==> config.mk <==
export PLATFORM = sky130hd
export DESIGN_NAME = wb_trace_fifo
export DESIGN_NICKNAME = d
export VERILOG_FILES = /design/src/rtl/wb_trace_fifo.sv
export SDC_FILE = /design/constraint.sdc
export NUM_CORES = 1
export LEC_CHECK = 0
export CAP_MARGIN = 15
export CORE_UTILIZATION = 50
export CTS_BUF_LIST = sky130_fd_sc_hd__clkbuf_8 sky130_fd_sc_hd__clkbuf_16
export CTS_CLUSTER_DIAMETER = 60
export DETAILED_ROUTE_END_ITERATION = 10
export PLACE_DENSITY = 0.7
export SLEW_MARGIN = 20
export SYNTH_ARGS = -nofsm -noshare
export SYNTH_HDL_FRONTEND = slang
export SYNTH_SLANG_ARGS = --single-unit
==> constraint.sdc <==
create_clock -name clk -period 12.4 [get_ports clk]
set_input_delay 1.24 -clock clk [delete_from_list [all_inputs] [get_ports clk]]
set_output_delay 1.24 -clock clk [all_outputs]
set_load 0.005 [all_outputs]
==> src/rtl/wb_trace_fifo.sv <==
// Register-writeback trace buffer: captures {cycle, pc, rd, data} for every
// committed register write and drains it through a valid/ready port.
module wb_trace_fifo #(
  parameter int DEPTH = 16,
  parameter int AW    = 4
) (
  input  logic          clk,
  input  logic          reset,
  input  logic          clear,
  input  logic          wb_en,
  input  logic [31:0]   wb_pc,
  input  logic [4:0]    wb_addr,
  input  logic [31:0]   wb_data,
  output logic          tr_valid,
  input  logic          tr_ready,
  output logic [31:0]   tr_cycle,
  output logic [31:0]   tr_pc,
  output logic [4:0]    tr_addr,
  output logic [31:0]   tr_data,
  output logic [AW:0]   count,
  output logic          overflow,
  output logic [15:0]   drop_count
);

  // Handshake: an entry moves when tr_valid && tr_ready at a rising edge.
  // tr_valid is derived from registered occupancy only, never from tr_ready.

  typedef struct packed {
    logic [31:0] cycle;
    logic [31:0] pc;
    logic [4:0]  addr;
    logic [31:0] data;
  } entry_t;

  localparam logic [AW:0] FULL_COUNT = (AW+1)'(DEPTH);

  entry_t          mem [DEPTH];
  entry_t          head;
  entry_t          new_entry;
  logic [31:0]     cycle_cnt;
  logic [AW-1:0]   wr_ptr;
  logic [AW-1:0]   rd_ptr;
  logic            cap_req;
  logic            full;
  logic            pop;
  logic            push;
  logic            drop;

  // Writes to $zero carry no information and are silently ignored.
  assign cap_req = wb_en && (wb_addr != 5'd0);
  assign full    = (count == FULL_COUNT);
  assign pop     = tr_valid && tr_ready && !clear;
  assign push    = cap_req && !clear && (!full || tr_ready);
  assign drop    = cap_req && !clear && full && !tr_ready;

  assign new_entry = '{cycle: cycle_cnt, pc: wb_pc, addr: wb_addr, data: wb_data};

  always_ff @(posedge clk or negedge reset) begin
    if (!reset) cycle_cnt <= '0;
    else        cycle_cnt <= cycle_cnt + 32'd1;
  end

  // Storage needs no reset: the read side masks it whenever count is zero.
  always_ff @(posedge clk) begin
    if (push) mem[wr_ptr] <= new_entry;
  end

  always_ff @(posedge clk or negedge reset) begin
    if (!reset) begin
      wr_ptr     <= '0;
      rd_ptr     <= '0;
      count      <= '0;
      overflow   <= 1'b0;
      drop_count <= '0;
    end else if (clear) begin
      wr_ptr     <= '0;
      rd_ptr     <= '0;
      count      <= '0;
      overflow   <= 1'b0;
      drop_count <= '0;
    end else begin
      if (push) wr_ptr <= wr_ptr + AW'(1);
      if (pop)  rd_ptr <= rd_ptr + AW'(1);
      case ({push, pop})
        2'b10:   count <= count + (AW+1)'(1);
        2'b01:   count <= count - (AW+1)'(1);
        default: count <= count;
      endcase
      if (drop) begin
        overflow <= 1'b1;
        if (drop_count != 16'hFFFF) drop_count <= drop_count + 16'd1;
      end
    end
  end

  assign tr_valid = (count != '0);

  always_comb begin
    head = '0;
    if (tr_valid) head = mem[rd_ptr];
  end

  assign tr_cycle = head.cycle;
  assign tr_pc    = head.pc;
  assign tr_addr  = head.addr;
  assign tr_data  = head.data;

endmodule
==> metrics.txt <==
final instance count without filler cells=between 4,000 and 5,000; Synth-to-Final Area Change=14.2%; Die W=between 300 and 400 um; share of the synthesized area in the top cell type=75.2%; count of flip-flops with a built-in enable after synthesis=between 1,500 and 2,000; required time worst endpoint=11.16 ns; total die area=about 130,000 um^2; CTS tree=built; DR pass1 iterations=6; VDD IR-drop max=0.000137 V; # IOs=slightly below 200; Leakage=21.9 nW; vias per cell=6.17; number of remaining DRC errors=0; first-pass GRT wire length=209 mm; Row Count=between 100 and 150; Post-DRT Antenna Nets=0; FMAX=153 MHz; starting density of the core=between 50% and 60%; ranking of synthesized cells by area=edfxtp_1 75%, mux4_2 18%, dfrtp_1 2.4%; Global Route Usage Sum=between 20% and 30%; WP data arrival=approximately 5.3 ns; async set or reset register ratio after synthesis=between 3 and 4%; Hold Crit Class=register to register; hpwl dp=70.0 mm; post-cts sizing count=0; crit start category=register; Syn Std Cell Area=about 64,000 um^2; routed wire length per instance=roughly 30 um; synth unique cells=50; commonest non-fill, non-tap cell in the layout=edfxtp_1; Synth Instances=2,684; Max-slew headroom=about 17%; largest net degree at the start of global routing=159; count of final hold-check violations=0; # Post-CTS Setup Buffers=0; drt total wl=142 mm; syn avg cell area=24.0 um^2; gr ovfl total=0; core region area=roughly 130,000 um^2; worst clock skew=0.0270 ns; CTS sink cnt=roughly 1,700; root buffer cell=clkbuf_16; Via Count=a little under 30,000; clock-pin slew on the worst setup and hold paths=about 0.060 ns; Seq cells post-synth=1,678; kind of critical path=register to primary output; Power Density=about 170 nW/um^2; setup TNS=0 ns; outcome=completed; # setup viols final=0; DRT iter0 DRCs=approximately 3,300; Post-Syn Nets=2,767; nets@finish=roughly 3,000; top cell family by delay on the critical path=buffers and inverters; Final Wtd Congestion=0.767; largest fanout on the critical path=102; die height=approximately 360 um; critical path capture point type=primary output; CP peak stage delay=around 0.72 ns; # port buffers=between 150 and 200; CTS Buffer Depth=3; Primary FF master, synth=edfxtp_1; RSZ-0062 raised after global routing=no; CP bufs+invs=4; H-Tree Depth=4; DP Cell Count=4,450; initial antenna violation count=7; CP max stage cell=dfrtp_4; hold_buf cts=0; synth warn=0; Synth area leader=edfxtp_1; sequential-to-total area share from yosys stat=between 70% and 80%; fin crit share=a little over half; cells along the critical path=buf_16 > buf_12 > buf_12 > mux4_2 > mux4_2 > and2_1 > clkdlybuf4s50_1; Num CTS Buffers=169; Worst Max-Slew Pin Slew=1.24 ns; final hold slack=between 0.5 and 0.6 ns; Max Transition Viols Final=0; Final min period=around 6.5 ns; maxcap violations=0; later-pin clock latency in the skew report=~0.8 ns; commonest non-fill, non-tap cells in the layout=1,616 x edfxtp_1, 505 x mux4_2, 196 x clkdlybuf4s50_1; share of cells above drive strength 1=approximately a quarter; vias in the first global route=between 30,000 and 40,000
cells in the mapped netlist, types with 2 or more instances:
master     number
clkbuf_1       69
inv_1          13
o2111ai_1       2
and4_1          6
a21oi_1        19
nor3b_1         2
nor3_1          7
nand2b_1        3
or3_1          14
nand3_1        29
xnor2_1        18
nor4_1          5
nor2_1         27
nand2_1        17
a31oi_1         2
buf_1          13
nand3_2         2
o21ai_0        16
mux2i_1         3
buf_2          14
mux4_2        505
edfxtp_1     1616
o211ai_1        3
o31ai_1         2
xor2_1         19
and3_1          7
nand4_1        10
a21boi_0        2
buf_6          16
ha_1            9
dfrtp_1        62
and2_1        112
buf_4          23
worst register-to-register path, delay by kind of cell (launching register included):
family | cells | cell delay (ns)
AOI/OAI and AO/OA | 1 | 0.62
buffers and inverters | 2 | 1.64
DFF | 1 | 0.57
and+or+nand+nor | 4 | 1.44
logic make-up (layout without fill, tap and decap cells):
family,count (synthesis),in the layout,share of synthesized area [%]
compound gates,52,52,0.483
xor+xnor,37,37,0.502
fa+ha+maj,9,9,0.175
buf+inv,148,564,1.21
flops,1678,1678,77.6
mux,509,509,17.7
other cells,0,2,0
simple gates,251,251,2.29
per-layer routing:
layer	vias up	GRT usage (%)	routed length (um)
met1	15900	31.2	57000
met3	210	4.19	11100
met5	-	0	29
met4	6	5.25	2620
li1	12000	-	-
met2	1269	36.0	71000
final cells by class:
class / instances / area (um^2)
clock buffer: 173 / 4300
tap: 1662 / 2080
timing repair buffer: 241 / 2460
fill: 8834 / 54000
sequential: 1678 / 50100
clock inverter: 137 / 936
inverter: 13 / 48.8
antenna: 2 / 5.00
multi-input combinational: 858 / 13700
where the power goes:
part           switching [W]  internal, W
combinational       0.000767     0.000892
sequential         0.0000376      0.00622
clock                0.00211      0.00267
registers in the layout, summed over array words and instances, names as in the netlist:
register and flops:
wr_ptr 4, drop_count 16, mem 1616, cycle_cnt 32, rd_ptr 4, overflow 1
count 5
metrics by stage:
step | setup WS [ns] | instance area [um^2] | util [%] | power, W
after floorplan | -0.00351 | 64500 | - | 0.00748
after global placement | 6.14 | 68400 | 53.5 | 0.00804
after detailed placement | 6.08 | 68400 | 53.5 | 0.00807
after CTS | 5.48 | 73600 | 57.6 | 0.0128
after global routing | 5.40 | 73600 | 57.7 | 0.0131
final | 5.85 | 73600 | 57.7 | 0.0127
path summary, 6_finish.rpt:
check	start	end	slack (ns)	cells after the start
min in group asynchronous	reset	cycle_cnt[7]	0.56	1
hold / removal	overflow	overflow	0.54	2
setup / recovery	rd_ptr[0]	tr_cycle[27]	5.85	7
setup reg to reg	count[1]	mem[8][74]	7.72	7
hold reg to reg	overflow	overflow	0.54	2
max in group asynchronous	reset	rd_ptr[1]	11.01	1
Note: power is estimated with default switching activity, not from simulation.
